==> src/rtl/fifo_pkg.sv <==
// fifo_pkg: shared state encoding and pointer helpers
// for the parametrised show-ahead FIFO.
package fifo_pkg;

  localparam logic [1:0] ST_EMPTY  = 2'd0;
  localparam logic [1:0] ST_ACTIVE = 2'd1;
  localparam logic [1:0] ST_FULL   = 2'd2;

  // Advance a pointer, wrapping at depth-1 (any depth).
  function automatic int unsigned ptr_inc(
    input int unsigned p,
    input int unsigned depth
  );
    return (p == depth - 32'd1) ? 32'd0 : p + 32'd1;
  endfunction

endpackage

==> src/rtl/fifo_mem.sv <==
// fifo_mem: WIDTH x DEPTH register array,
// synchronous write, asynchronous read.
module fifo_mem #(
  parameter int WIDTH = 8,
  parameter int DEPTH = 8,
  parameter int PW    = $clog2(DEPTH)
) (
  input  logic             clk,
  input  logic             i_we,
  input  logic [PW-1:0]    i_waddr,
  input  logic [WIDTH-1:0] i_wdata,
  input  logic [PW-1:0]    i_raddr,
  output logic [WIDTH-1:0] o_rdata
);

  logic [WIDTH-1:0] r_mem [DEPTH];

  // Storage is deliberately not reset.
  always_ff @(posedge clk) begin
    if (i_we) r_mem[i_waddr] <= i_wdata;
  end

  assign o_rdata = r_mem[i_raddr];

endmodule

==> src/rtl/fifo_ctrl_param.sv <==
// fifo_ctrl_param: synchronous FIFO with valid/ready,
// occupancy, watermarks and EMPTY/ACTIVE/FULL status.
module fifo_ctrl_param #(
  parameter int WIDTH    = 8,
  parameter int DEPTH    = 8,
  parameter int AF_LEVEL = DEPTH - 1,
  parameter int AE_LEVEL = 1,
  localparam int CW      = $clog2(DEPTH + 1),
  localparam int PW      = $clog2(DEPTH)
) (
  input  logic             clk,
  input  logic             rstn,
  input  logic             flush,
  input  logic             in_valid,
  input  logic [WIDTH-1:0] in_data,
  output logic             in_ready,
  output logic             out_valid,
  output logic [WIDTH-1:0] out_data,
  input  logic             out_ready,
  output logic [CW-1:0]    count,
  output logic             almost_full,
  output logic             almost_empty,
  output logic [1:0]       state,
  output logic             ovf_err,
  output logic             udf_err
);

  import fifo_pkg::*;

  if (!(AE_LEVEL < AF_LEVEL && AF_LEVEL <= DEPTH)) begin : g_bad_lvl
    $error("fifo_ctrl_param: need AE_LEVEL < AF_LEVEL <= DEPTH");
  end
  if (DEPTH < 2 || WIDTH < 1) begin : g_bad_size
    $error("fifo_ctrl_param: need DEPTH >= 2 and WIDTH >= 1");
  end

  logic [PW-1:0] r_wr_ptr;
  logic [PW-1:0] r_rd_ptr;
  logic [CW-1:0] r_count;
  logic [1:0]    r_state;
  logic          r_af;
  logic          r_ae;
  logic          r_ovf;
  logic          r_udf;

  logic [CW-1:0] w_cnt_nxt;
  logic [1:0]    w_state_nxt;
  logic [PW-1:0] w_wr_inc;
  logic [PW-1:0] w_rd_inc;
  logic          w_in_ready;
  logic          w_out_valid;
  logic          w_wr;
  logic          w_rd;
  logic          w_we;

  assign w_wr_inc = PW'(ptr_inc(32'(r_wr_ptr), DEPTH));
  assign w_rd_inc = PW'(ptr_inc(32'(r_rd_ptr), DEPTH));

  assign w_wr = in_valid & w_in_ready;
  assign w_rd = w_out_valid & out_ready;
  // A write that coincides with flush is dropped.
  assign w_we = w_wr & ~flush;

  fifo_mem #(
    .WIDTH (WIDTH),
    .DEPTH (DEPTH),
    .PW    (PW)
  ) u_mem (
    .clk     (clk),
    .i_we    (w_we),
    .i_waddr (r_wr_ptr),
    .i_wdata (in_data),
    .i_raddr (r_rd_ptr),
    .o_rdata (out_data)
  );

  // Next occupancy; flush wins over any transfer.
  always_comb begin
    w_cnt_nxt = r_count;
    if (flush) begin
      w_cnt_nxt = '0;
    end else if (w_wr && !w_rd) begin
      w_cnt_nxt = r_count + CW'(1);
    end else if (w_rd && !w_wr) begin
      w_cnt_nxt = r_count - CW'(1);
    end
  end

  // Status FSM: state register.
  always_ff @(posedge clk or negedge rstn) begin
    if (!rstn) r_state <= ST_EMPTY;
    else       r_state <= w_state_nxt;
  end

  // Status FSM: next state from the next occupancy.
  always_comb begin
    w_state_nxt = r_state;
    if (flush) begin
      w_state_nxt = ST_EMPTY;
    end else begin
      unique case (r_state)
        ST_EMPTY: begin
          if (w_wr) w_state_nxt = ST_ACTIVE;
        end
        ST_ACTIVE: begin
          if (w_cnt_nxt == CW'(DEPTH))
            w_state_nxt = ST_FULL;
          else if (w_cnt_nxt == '0)
            w_state_nxt = ST_EMPTY;
        end
        ST_FULL: begin
          if (w_rd) w_state_nxt = ST_ACTIVE;
        end
        default: w_state_nxt = ST_EMPTY;
      endcase
    end
  end

  // Status FSM: handshake outputs decoded from state.
  always_comb begin
    w_in_ready  = (r_state != ST_FULL);
    w_out_valid = (r_state != ST_EMPTY);
  end

  // Pointer advance with wrap; flush rewinds both.
  always_ff @(posedge clk or negedge rstn) begin
    if (!rstn) begin
      r_wr_ptr <= '0;
      r_rd_ptr <= '0;
    end else if (flush) begin
      r_wr_ptr <= '0;
      r_rd_ptr <= '0;
    end else begin
      if (w_wr) r_wr_ptr <= w_wr_inc;
      if (w_rd) r_rd_ptr <= w_rd_inc;
    end
  end

  // Count and watermarks track the same next value.
  always_ff @(posedge clk or negedge rstn) begin
    if (!rstn) begin
      r_count <= '0;
      r_af    <= 1'b0;
      r_ae    <= 1'b1;
    end else begin
      r_count <= w_cnt_nxt;
      r_af    <= (w_cnt_nxt >= CW'(AF_LEVEL));
      r_ae    <= (w_cnt_nxt <= CW'(AE_LEVEL));
    end
  end

  // Sticky misuse flags; only reset clears them.
  always_ff @(posedge clk or negedge rstn) begin
    if (!rstn) begin
      r_ovf <= 1'b0;
      r_udf <= 1'b0;
    end else begin
      if (in_valid && r_state == ST_FULL)   r_ovf <= 1'b1;
      if (out_ready && r_state == ST_EMPTY) r_udf <= 1'b1;
    end
  end

  assign in_ready     = w_in_ready;
  assign out_valid    = w_out_valid;
  assign count        = r_count;
  assign state        = r_state;
  assign almost_full  = r_af;
  assign almost_empty = r_ae;
  assign ovf_err      = r_ovf;
  assign udf_err      = r_udf;

endmodule

==> config.mk <==
export PLATFORM = sky130hd
export DESIGN_NAME = fifo_ctrl_param
export DESIGN_NICKNAME = d
export VERILOG_FILES = /design/src/rtl/fifo_pkg.sv /design/src/rtl/fifo_mem.sv /design/src/rtl/fifo_ctrl_param.sv
export SDC_FILE = /design/constraint.sdc
export NUM_CORES = 1
export LEC_CHECK = 0
export ABC_AREA = 1
export CAP_MARGIN = 20
export CORE_ASPECT_RATIO = 1.1
export CORE_MARGIN = 3
export CORE_UTILIZATION = 45
export DETAILED_ROUTE_END_ITERATION = 7
export PLACE_DENSITY = 0.72
export SYNTH_ARGS = -nofsm -noshare
export SYNTH_HDL_FRONTEND = slang
export SYNTH_SLANG_ARGS = --single-unit
==> constraint.sdc <==
create_clock -name clk -period 2.5 [get_ports clk]
set_clock_uncertainty 0.05 [all_clocks]
set_input_delay 0.5 -clock clk [delete_from_list [all_inputs] [get_ports clk]]
set_output_delay 0.5 -clock clk [all_outputs]
set_load 0.005 [all_outputs]
==> impl_metrics.env <==
export IMPL_status="finished, final reports clean"
export IMPL_vias=2390
export IMPL_wl_met1_microns=2977
export IMPL_dr_wl_met2_microns=3607
export IMPL_syn_cell_area_sq_um=3363
export IMPL_final_cell_mix="nor2_1, edfxtp_1, o21ai_0, nand2_1, clkdlybuf4s50_1"
export IMPL_ys_async_sr_fraction_pct=20.00
export IMPL_syn_inst=300
export IMPL_hold_viol_final=0
export IMPL_grt_pass1_wl_microns=11680
export IMPL_dp_cells=429
export IMPL_final_cells=449
export IMPL_diodes=0
export IMPL_dp_hpwl_microns=4827
export IMPL_grt_pass1_vias=2426
export IMPL_yosysWarnings=0
export IMPL_start_kind="flop"
export IMPL_floorplan_rows=32
export IMPL_p_leak_uw=0.001642
export IMPL_dr_pass1_iters=5
export IMPL_clkSlewWorstSetupHoldPaths_ns=0.08
export IMPL_timing_final_crit_period_ns=2.353
export IMPL_irDropWorstVdd_v=0.0004530
export IMPL_worst_slew_pin_slew_ns=0.7761
export IMPL_core_sq_um=7127
export IMPL_cp_arrival_ns=1.80
export IMPL_dieArea_sq_um=8549
export IMPL_slew_headroom_pct=48.10
export IMPL_antenna_found_initial=0
export IMPL_rsz0062_at_grt="no"
export IMPL_hp_class="reg2reg"
export IMPL_top_layer="met4"
export IMPL_start_util_pct=47.19
export IMPL_powerDensity_nw_per_um2=700.6
export IMPL_required_ns=1.95
export IMPL_synthesis_nets=319
export IMPL_critPathKind="reg2out"
export IMPL_drt_total_wl_microns=7171
export IMPL_cts_tree="done"
export IMPL_cts_sinks=80
export IMPL_areaGrowthSynthToFinish_pct=24.26
export IMPL_finalSetupViolations=0
export IMPL_drc=0
export IMPL_layout_nets=378
export IMPL_cts_hold_fix_buffers=0
export IMPL_grt_usage_pct=18.07
export IMPL_crit_fanout=10
export IMPL_overflow=0
export IMPL_met3RoutedLength_microns=425
export IMPL_htreeDepth=3
export IMPL_max_cap_violations=0
export IMPL_hold_worst_slack_ns=0.4336
export IMPL_drive_above_1_share_pct=15.11
export IMPL_fmax_ghz=0.4249
export IMPL_synth_seq_cells=80
export IMPL_tns_ns=0
export IMPL_io_pins=33
export IMPL_finalCritPeriodShare_pct=94.14
export IMPL_cts_root_buf="clkbuf_8"
export IMPL_synth_area_per_cell_sq_um=11.21
export IMPL_synth_edf_count=64
export IMPL_cts_max_path_buffers=2
export IMPL_layout_commonest_cell="nor2_1"
export IMPL_wl_per_cell_microns=15.97
export IMPL_end_kind="output pin"
export IMPL_synth_cell_types=24
export IMPL_clock_latency_ns=0.34
export IMPL_port_buffers=32
export IMPL_drtAntennaViolNets=0
export IMPL_cts_buffers=9
export IMPL_slew_violations=0
export IMPL_grt_max_degree=21
export IMPL_gp_congestion=0.8988
export IMPL_drt_iter0_drc=125
export IMPL_die_width_microns=88.43
export IMPL_ys_dominant_reg_cell="edfxtp_1"
export IMPL_fp_dieH_microns=96.67
export IMPL_yosysSeqAreaShare_pct=69.08
export IMPL_viasPerCell=5.323
==> synthesized netlist by cell type, drive strengths merged (3+ instances only) <==
cell type  count  share of area, %
inv           22               2.5
dfrtp         15                11
o22ai          9               1.7
nand3         16               2.7
a31oi          8               1.5
nor2          72               8.3
o21ai         39               5.8
ha             6               2.2
clkbuf         8              0.89
edfxtp        64                57
nand2         30               3.5
nor3           3              0.60
==> layer usage <==
layer,vias to the layer above,GRT usage (%)
li1,1165,-
met2,81,29.88
met4,0,7.093
met5,-,0
met1,1129,22.36
met3,15,4.600
==> registers in the layout, summed over array words and instances (netlist names) <==
register      cells
almost_empty      1
almost_full       1
count             4
ovf_err           1
r_rd_ptr          3
r_wr_ptr          3
state             2
u_mem.r_mem      64
udf_err           1
==> cell type report <==
class	count	area [sq um]
Timing Repair Buffer	57	546.8
Multi-Input combinational cell	188	918.4
Tap cell	85	106.4
Inverter	23	86.33
Sequential cell	80	2325
Fill cell	607	2948
Clock buffer	9	123.9
Clock inverter	7	72.57
==> kinds of logic (layout without fill, tap and decap cells) <==
| group | count (synthesis) | after routing | synth area share [%] |
|---|---|---|---|
| simple gates | 123 | 123 | 15.40 |
| flops | 80 | 80 | 69.08 |
| compound gates | 59 | 59 | 9.672 |
| buf+inv | 32 | 96 | 3.608 |
| fa+ha+maj | 6 | 6 | 2.232 |
==> path summary, 6_finish.rpt <==
path	endpoint	slack, ns	depth (start not counted)	startpoint
worst max-delay path	out_data[3]	0.15	8	r_rd_ptr[0]
worst min-delay path	ovf_err	0.43	1	ovf_err
worst max register to register	u_mem.r_mem[0][7]	0.59	7	state[0]
worst min register to register	ovf_err	0.43	1	ovf_err
max in group asynchronous	r_rd_ptr[0]	1.31	1	rstn
min in group asynchronous	almost_full	0.55	1	rstn
==> per-stage QoR <==
step	setup slack, ns	utilization [%]	total power [uW]	area (sq um)
floorplan	0.6977	-	1778	3363
global placement	0.2827	55.07	2000	3925
detailed placement	0.1889	55.07	2011	3925
CTS	0.008599	58.55	2953	4173
global route	0.01285	58.64	3063	4179
finish	0.1466	58.64	2928	4179
==> critical path: stages (launching register included) <==
cell and delay (ns):
dfrtp_2 0.45, inv_2 0.10, buf_6 0.11, buf_4 0.16, nor2_1 0.05, o22ai_1 0.16, nor2_1 0.05, a31oi_1 0.13
dlygate4sd2_1 0.25
==> power by group <==
group | leakage (uW) | switching (uW) | internal [uW] | total [uW]
Sequential | 0.000782 | 31.1 | 1490 | 1520
Clock | 0.0000968 | 464 | 461 | 925
Combinational | 0.000763 | 252 | 232 | 484
==> timing repair <==
action / in CTS / in global routing
gates resized for setup: 12 / 3
setup endpoints to repair: 8 / 4
endpoints found under the hold margin: 0 / 0
pin swaps: 1 / 0
cloned: 1 / 0
buffers inserted: 2 / 1
No activity file was read; power rests on OpenSTA's default activity.
